$ cat src/rtl/legv8_control_fsm.sv
// legv8_control_fsm
// Multi-cycle control unit for dataPath_core. It sequences IDLE, FETCH, DECODE,
// EXEC and MEM, and drives the full datapath control word from the current
// state and the instruction register.
//
// Ports:
//   clock, reset        rising-edge clock, synchronous active-high reset
//   run                 permits leaving IDLE and continuing after each instruction
//   IR_out, status      instruction register and stored {N,Z,C,V} flags
//   alu_z               combinational ALU zero flag (CBZ/CBNZ decision)
//   add_tri_sel         address bus source (1=PC, 0=ALU)
//   data_tri_sel        data bus source (00=ALU, 01=reg B, 11=memory)
//   w_reg, C0, mem_cs, mem_write_en, IR_load, status_load, B_Sel   strobes
//   k, FS, size         immediate, ALU function, access size (always 64-bit)
//   SA, SB, DA          register selects (31 = XZR when idle)
//   PC_sel              00=hold, 01=PC+4, 10=PC+k
//   state, illegal      debug state; one-cycle pulse after an unsupported opcode
//
// Build option: define LEGV8_BCOND_EN to support B.cond; otherwise B.cond is
// retired as an unsupported opcode.
module legv8_control_fsm (
  input  logic        clock,
  input  logic        reset,
  input  logic        run,
  input  logic [31:0] IR_out,
  input  logic [3:0]  status,
  input  logic        alu_z,
  output logic        add_tri_sel,
  output logic [1:0]  data_tri_sel,
  output logic        w_reg,
  output logic        C0,
  output logic        mem_cs,
  output logic        mem_write_en,
  output logic        IR_load,
  output logic        status_load,
  output logic        B_Sel,
  output logic [31:0] k,
  output logic [4:0]  FS,
  output logic [1:0]  size,
  output logic [4:0]  SA,
  output logic [4:0]  SB,
  output logic [4:0]  DA,
  output logic [1:0]  PC_sel,
  output logic [2:0]  state,
  output logic        illegal
);

  typedef enum logic [2:0] {
    S_IDLE   = 3'd0,
    S_FETCH  = 3'd1,
    S_DECODE = 3'd2,
    S_EXEC   = 3'd3,
    S_MEM    = 3'd4
  } state_t;

  localparam logic [4:0] FS_AND = 5'b00000;
  localparam logic [4:0] FS_ORR = 5'b01100;
  localparam logic [4:0] FS_ADD = 5'b01000;
  localparam logic [4:0] FS_SUB = 5'b01001;
  localparam logic [4:0] FS_EOR = 5'b10000;

  // R-type opcodes, index 0..6: ADD, SUB, AND, ORR, EOR, ADDS, SUBS
  localparam logic [76:0] R_OPS = {11'b11101011000, 11'b10101011000, 11'b11001010000,
                                   11'b10101010000, 11'b10001010000, 11'b11001011000,
                                   11'b10001011000};
  // I-type opcodes (IR[31:22]), index 0..3: ADDI, SUBI, ANDI, ORRI
  localparam logic [39:0] I_OPS = {10'b1011001000, 10'b1001001000, 10'b1101000100,
                                   10'b1001000100};

  state_t      state_reg, state_next;
  logic        illegal_reg, illegal_next;
  logic [6:0]  r_hit;
  logic [3:0]  i_hit;
  logic        alu_r, alu_i, is_ldur, is_stur, is_mem, is_b, is_cbz, is_cbnz;
  logic        bcond_hit, cond_taken, supported;
  logic [4:0]  fs_alu;
  logic [31:0] k_imm12, k_d, k_b, k_cb;

  genvar gi;
  generate
    for (gi = 0; gi < 7; gi++) begin : g_r_dec
      assign r_hit[gi] = (IR_out[31:21] == R_OPS[gi*11 +: 11]);
    end
    for (gi = 0; gi < 4; gi++) begin : g_i_dec
      assign i_hit[gi] = (IR_out[31:22] == I_OPS[gi*10 +: 10]);
    end
  endgenerate

  assign alu_r   = |r_hit;
  assign alu_i   = |i_hit;
  assign is_ldur = (IR_out[31:21] == 11'b11111000010);
  assign is_stur = (IR_out[31:21] == 11'b11111000000);
  assign is_mem  = is_ldur | is_stur;
  assign is_b    = (IR_out[31:26] == 6'b000101);
  assign is_cbz  = (IR_out[31:24] == 8'b10110100);
  assign is_cbnz = (IR_out[31:24] == 8'b10110101);

`ifdef LEGV8_BCOND_EN
  logic flag_n, flag_z, flag_c, flag_v, cond_base;
  assign {flag_n, flag_z, flag_c, flag_v} = status;
  assign bcond_hit = (IR_out[31:24] == 8'b01010100);

  // IR[3:1] picks the base test, IR[0] inverts it (except for the always pair).
  always_comb begin
    cond_base = 1'b1;
    case (IR_out[3:1])
      3'b000: cond_base = flag_z;
      3'b001: cond_base = flag_c;
      3'b010: cond_base = flag_n;
      3'b011: cond_base = flag_v;
      3'b100: cond_base = flag_c & ~flag_z;
      3'b101: cond_base = (flag_n == flag_v);
      3'b110: cond_base = ~flag_z & (flag_n == flag_v);
      default: cond_base = 1'b1;
    endcase
  end
  assign cond_taken = (IR_out[0] && (IR_out[3:1] != 3'b111)) ? ~cond_base : cond_base;
`else
  logic unused_status;
  assign unused_status = ^status;
  assign bcond_hit     = 1'b0;
  assign cond_taken    = 1'b0;
`endif

  assign supported = alu_r | alu_i | is_mem | is_b | is_cbz | is_cbnz | bcond_hit;

  assign k_imm12 = {20'd0, IR_out[21:10]};
  assign k_d     = {{23{IR_out[20]}}, IR_out[20:12]};
  assign k_b     = {{4{IR_out[25]}}, IR_out[25:0], 2'b00};
  assign k_cb    = {{11{IR_out[23]}}, IR_out[23:5], 2'b00};

  always_comb begin
    fs_alu = FS_ADD;
    if (r_hit[1] | r_hit[6] | i_hit[1])      fs_alu = FS_SUB;
    else if (r_hit[2] | i_hit[2])            fs_alu = FS_AND;
    else if (r_hit[3] | i_hit[3])            fs_alu = FS_ORR;
    else if (r_hit[4])                       fs_alu = FS_EOR;
  end

  always_ff @(posedge clock) begin
    if (reset) begin
      state_reg   <= S_IDLE;
      illegal_reg <= 1'b0;
    end else begin
      state_reg   <= state_next;
      illegal_reg <= illegal_next;
    end
  end

  always_comb begin
    state_next   = state_reg;
    illegal_next = 1'b0;
    add_tri_sel  = 1'b0;
    data_tri_sel = 2'b00;
    w_reg        = 1'b0;
    C0           = 1'b0;
    mem_cs       = 1'b0;
    mem_write_en = 1'b0;
    IR_load      = 1'b0;
    status_load  = 1'b0;
    B_Sel        = 1'b0;
    k            = 32'd0;
    FS           = 5'b00000;
    SA           = 5'd31;
    SB           = 5'd31;
    DA           = 5'd31;
    PC_sel       = 2'b00;

    case (state_reg)
      S_IDLE: begin
        if (run) state_next = S_FETCH;
      end
      S_FETCH: begin
        add_tri_sel = 1'b1;
        mem_cs      = 1'b1;
        IR_load     = 1'b1;
        state_next  = S_DECODE;
      end
      S_DECODE: begin
        state_next = S_EXEC;
      end
      S_EXEC: begin
        if (alu_r || alu_i) begin
          SA          = IR_out[9:5];
          SB          = IR_out[20:16];
          DA          = IR_out[4:0];
          B_Sel       = alu_i;
          k           = alu_i ? k_imm12 : 32'd0;
          FS          = fs_alu;
          C0          = (fs_alu == FS_SUB);
          w_reg       = 1'b1;
          status_load = r_hit[5] | r_hit[6];
          PC_sel      = 2'b01;
        end else if (is_mem) begin
          // Address computation only; the PC advances when MEM retires.
          SA    = IR_out[9:5];
          B_Sel = 1'b1;
          k     = k_d;
          FS    = FS_ADD;
        end else if (is_b) begin
          k      = k_b;
          PC_sel = 2'b10;
        end else if (is_cbz || is_cbnz) begin
          // XZR | Rt puts Rt's zero-ness on alu_z.
          SB     = IR_out[4:0];
          FS     = FS_ORR;
          k      = k_cb;
          PC_sel = ((is_cbz && alu_z) || (is_cbnz && !alu_z)) ? 2'b10 : 2'b01;
        end else if (bcond_hit) begin
          k      = k_cb;
          PC_sel = cond_taken ? 2'b10 : 2'b01;
        end else begin
          PC_sel       = 2'b01;
          illegal_next = 1'b1;
        end
        if (is_mem)   state_next = S_MEM;
        else if (run) state_next = S_FETCH;
        else          state_next = S_IDLE;
      end
      S_MEM: begin
        SA     = IR_out[9:5];
        B_Sel  = 1'b1;
        k      = k_d;
        FS     = FS_ADD;
        mem_cs = 1'b1;
        PC_sel = 2'b01;
        if (is_ldur) begin
          data_tri_sel = 2'b11;
          DA           = IR_out[4:0];
          w_reg        = 1'b1;
        end else begin
          data_tri_sel = 2'b01;
          SB           = IR_out[4:0];
          mem_write_en = 1'b1;
        end
        state_next = run ? S_FETCH : S_IDLE;
      end
      default: state_next = S_IDLE;
    endcase

    // The cycle in which reset is sampled must not commit anything.
    if (reset) begin
      w_reg        = 1'b0;
      mem_write_en = 1'b0;
      status_load  = 1'b0;
      IR_load      = 1'b0;
      PC_sel       = 2'b00;
    end
  end

  assign size    = 2'b11;
  assign state   = state_reg;
  assign illegal = illegal_reg;

endmodule
$ cat config.mk
export PLATFORM = sky130hd
export DESIGN_NAME = legv8_control_fsm
export DESIGN_NICKNAME = d
export VERILOG_FILES = /design/src/rtl/legv8_control_fsm.sv
export SDC_FILE = /design/constraint.sdc
export NUM_CORES = 1
export LEC_CHECK = 0
export BUFFER_PORTS_ARGS = -buffer_cell sky130_fd_sc_hd__buf_2
export CORE_ASPECT_RATIO = 0.9
export CORE_MARGIN = 2
export CORE_UTILIZATION = 36
export CTS_CLUSTER_SIZE = 8
export DETAILED_ROUTE_END_ITERATION = 8
export GPL_TIMING_DRIVEN = 0
export PLACE_DENSITY = 0.76
export SYNTH_ARGS = -nofsm -noshare
export SYNTH_HDL_FRONTEND = slang
export SYNTH_SLANG_ARGS = --single-unit
$ cat constraint.sdc
create_clock -name clock -period 2.1 [get_ports clock]
set_input_delay 0.315 -clock clock [delete_from_list [all_inputs] [get_ports clock]]
set_output_delay 0.315 -clock clock [all_outputs]
set_load 0.02 [all_outputs]
Word-level counts from Yosys, hierarchy flattened
Cells that the tools add are included.

Memories: 0. Output and inout bits: 70. Word-level logic and storage cells: 101. Memory bits (read-only): 0. Input bits: 40. Register bits after elaboration: 4. Memory bits (writable): 0. Bits in latches: 0.

Order comparisons: 0. Shifts and indexed selects: 0. Divide/modulo/power cells: 0. Muxes and demuxes: 59. $mul: 0. Bitwise logic cells: 7. Reduce and logical (&&, ||, !) cells: 11. Add/subtract/negate cells: 0. Eq/ne operators: 22.

Operators by type and width (number): $mux W32 (4); $eq A11 B11 Y1 const B (9); $mux W5 (14); $pmux W32 S2 (1); $eq A10 B10 Y1 const B (4); $pmux W5 S2 (4); $mux W1 (18); $eq A8 B8 Y1 const B (2); $mux W2 (8); $pmux W3 S5 (1); $mux W12 (1); $mux W4 (3); $reduce_or A7 Y1 (1); $eq A3 B2 Y1 const B (2); $eq A6 B3 Y1 const B (1); $mux W3 (2); $or A1 B1 Y1 (6); $eq A5 B4 Y1 const B (1); $reduce_or A5 Y1 (1); $pmux W1 S2 (2); $pmux W2 S2 (1); $reduce_or A4 Y1 (1); $eq A3 B1 Y1 const B (1); $eq A3 B3 Y1 const B (1); 7 further kinds (10).

Depth between registers and ports, before layout
Depth in word-level cells: 10. Mapped depth: 8. Depth with buffers taken out: 6.

Worst setup path after synthesis
Ideal clock, no wire load.

Path type: flip-flop to output port. From: register state_reg[0] (netlist: state[0]). To: output port k[28]. Data required time: 1.785 ns. Slack: -0.706 ns. Stages on the path, launching flop included: 7. Buffers on the path: 1. Arrival: 2.491 ns. Cell sequence: dfxtp_1 -> nand3b_1 -> a31oi_4 -> o211ai_2 -> a31o_2 -> o21ai_0 -> buf_4.

Cells in the longest elaborated chain, start to end: 2. Elaborated cells on any way between the ends: 3. Those cells by class: eq/ne (2); mux (1).

Ends and longest elaborated chain: start, declared (line 70) `state_t state_reg, state_next;`; start signal, assigned (line 145) `state_reg <= state_next;`; $eq A3 B3 Y1 or $eq A3 B2 Y1 (tied branches) (line 169) `case (state_reg)`; $pmux W32 S2 * (line 169); end, declared (line 37) `output logic [31:0] k,`.

Every way passes the cells marked *; elsewhere a longest branch is shown, timed or not.

Final worst setup path
From: input port IR_out[30]. To: output port k[29].

Cells in the longest elaborated chain, start to end: 7. Elaborated cells on any way between the ends: 26. Those cells by class: eq/ne (16); mux (5); bitwise (1); reduce/logical (4).

Ends and longest elaborated chain: start, declared (line 25) `input logic [31:0] IR_out,`; $eq A8 B8 Y1 (on tied branches) (line 95, 96); $logic_or A1 B1 Y1 (line 203) `end else if (is_cbz || is_cbnz) begin`; $mux W32 (line 203); $mux W32 (line 200) `end else if (is_b) begin`; $mux W32 (line 194) `end else if (is_mem) begin`; $mux W32 * (line 183) `if (alu_r || alu_i) begin`; $pmux W32 S2 * (line 169).

Marked as above.

==> impl_metrics.tcl <==
set metrics [dict create \
    outcome "complete, but fails checks" \
    violations "negative setup slack" \
    yosys.area.top_type_share 0.0759 \
    post_dp_cell_area_um2 1940 \
    ant_nets 0 \
    largest_reg_flops 3 \
    wl_per_cell_um 18.4 \
    hp-class "in2reg" \
    synth-seq-cells 4 \
    tns_ps -2780 \
    synth_area_leader_cell "o21ai_0" \
    slowest_stage "nand4bb_4" \
    end_kind "output pin" \
    fin_crit_ps 2250 \
    postSynthAreaPerCell_um2 6.63 \
    initialDrtViolationCount 283 \
    drt-total-wl_mm 6.99 \
    hold_violations 0 \
    htree_levels 1 \
    synth_area_um2 1320 \
    grt_pass1_wl_mm 9.09 \
    power_frac_seq 0.176 \
    cts.sinks 4 \
    die-area_um2 4160 \
    p_switching_w 0.000269 \
    fin_ws_ps -145 \
    gp_congestion 0.981 \
    fp.dieW_um 67.8 \
    fin_util 0.791 \
    drtPass1Iterations 6 \
    power_frac_comb 0.568 \
    dp_hpwl_mm 4.25 \
    p_leak_nw 1.26 \
    cp_data_arrival_time_ps 1930 \
    clkPwrFrac 0.256 \
    powerDensity_nw_per_um2 232 \
    track_usage 0.285 \
    finalSetupViolations 40 \
    ys_seq_area_frac 0.0607 \
    fin_area_um2 2730 \
    yosys_warnings 0 \
    drv_cap 0 \
    ios 110 \
    clk_pin_slew_ps 30 \
    clock_latency_ps 220 \
    grt_antenna_before_repair 0 \
    ir_drop_uv 182 \
    final_layout_size_suffix_gt1_frac 0.627 \
    hold_buffers 0 \
    max_freq_mhz 445 \
    period_share 1.07 \
    area_growth_pct 107 \
    reg2reg_slack_ps 790 \
    synth_common_cells "20 x nand2_1, 20 x o21ai_0, 18 x nor2_1" \
    path_max_fanout 8 \
    critical_path_class "in2out" \
    cpPeakStageDelay_ps 330 \
    syn-instance-count 199 \
    yosys-top-cells-area "o21ai_0 7.6%, a221oi_1 6.6%, dfxtp_1 6.1%" \
    intPower_w 0.000365 \
    crit_required_ps 1780 \
    synth_cell_type_count 52 \
    grt_setup_unrepaired "yes" \
    drc_errors 0 \
    via_per_inst 6.26 \
    cts_buffer_depth 2 \
    grt.overflow.total 0 \
    start_util 0.382 \
    finalMaxSlewViolations 0 \
    yosys_most_used_dff "dfxtp_1" \
    rows 20 \
    cts_tree "yes" \
    cts_root_buffer "clkbuf_8" \
    pre_cts_slack_ps -527 \
    whs_ps 352 \
    fin_nets 377 \
    diodes 0 \
    portBuffers 101 \
    switching_share 0.424 \
    worstSetupStartpointType "primary input" \
    cts_made_buffers 3 \
    worstPathCellList "buf_2 > nand4bb_4 > nand2b_1 > clkbuf_1 > a31o_4 > o21ai_4 > buf_6 > buf_6" \
    async_reset_ff_frac 0 \
    grt_pass1_vias 1952 \
    fillers 230 \
    grt_max_degree 11 \
    fp.dieH_um 61.4 \
    vias 2371 \
    synth-edff-count 0 \
    cp_common_cell "buf_6" \
    finClkSkew_ps 1.36 \
    fp.coreArea_um2 3450 \
]
==> per-stage QoR <==
stage	power (W)	std cells
floorplan	0.000261	200
global placement	0.000371	345
detailed placement	0.000375	345
CTS	0.000579	368
global route	0.000666	379
finish	0.000635	379
==> layout by cell type, fill, tap and decap left out, types with 6 or more instances in the layout <==
master	n
a221oi_1	7
buf_2	73
nor2_1	18
o21ai_1	8
buf_6	36
nand2_1	17
buf_4	34
a21oi_2	6
nand2b_1	6
a22oi_1	7
or2_4	6
==> layer usage <==
metal  wire (um)  vias to the layer above  track usage
met2        3320                      212        0.494
met5           0                        -            0
li1            -                     1034            -
met1        2580                     1085        0.357
met4         280                        0        0.109
met3         810                       40       0.0494
==> layout make-up <==
class	count	area, um2	share of cell area
Buffer	17	156	0.0572
Clock buffer	3	41.3	0.0151
Inverter	3	11.3	0.00412
Multi-Input combinational cell	174	1420	0.520
Sequential cell	4	91.3	0.0334
Tap cell	44	55.1	0.0201
Timing Repair Buffer	134	956	0.350
==> final timing paths <==
kind	from	endpoint	depth (start not counted)
hold reg to reg	state[0]$_SDFFE_PP0P_	state[0]$_SDFFE_PP0P_	1
hold / removal	reset	illegal$_SDFF_PP0_	3
setup / recovery	IR_out[30]	k[29]	8
setup reg to reg	state[2]$_SDFFE_PP0P_	illegal$_SDFF_PP0_	4
==> cells by family after synthesis <==
logic type,Yosys count,synth area share
compound gates,80,0.445
xor+xnor,2,0.0133
buf+inv,22,0.0873
other cells,2,0.00569
simple gates,89,0.388
flops,4,0.0607
==> power by group through the flow <==
stage / logic [W] / clock network (W) / registers [W]
2_1_floorplan: 0.000141 / 0 / 0.000119
3_3_place_gp: 0.000262 / 0 / 0.000109
3_5_place_dp: 0.000266 / 0 / 0.000109
4_1_cts: 0.000309 / 0.000163 / 0.000107
5_1_grt: 0.000380 / 0.000172 / 0.000115
6_report: 0.000361 / 0.000162 / 0.000111
==> worst max-delay path: cells and delay by family <==
family | cells | cell delay [ps]
buf+inv | 4 | 580
compound gates | 2 | 490
simple gates | 2 | 540
==> timing repair <==
item | CTS | global route
resized for setup | 69 | 75
buffers inserted | 22 | 11
pin swaps | 14 | 20
setup endpoints to repair | 55 | 54
Note: power is estimated with default switching activity, not from simulation.
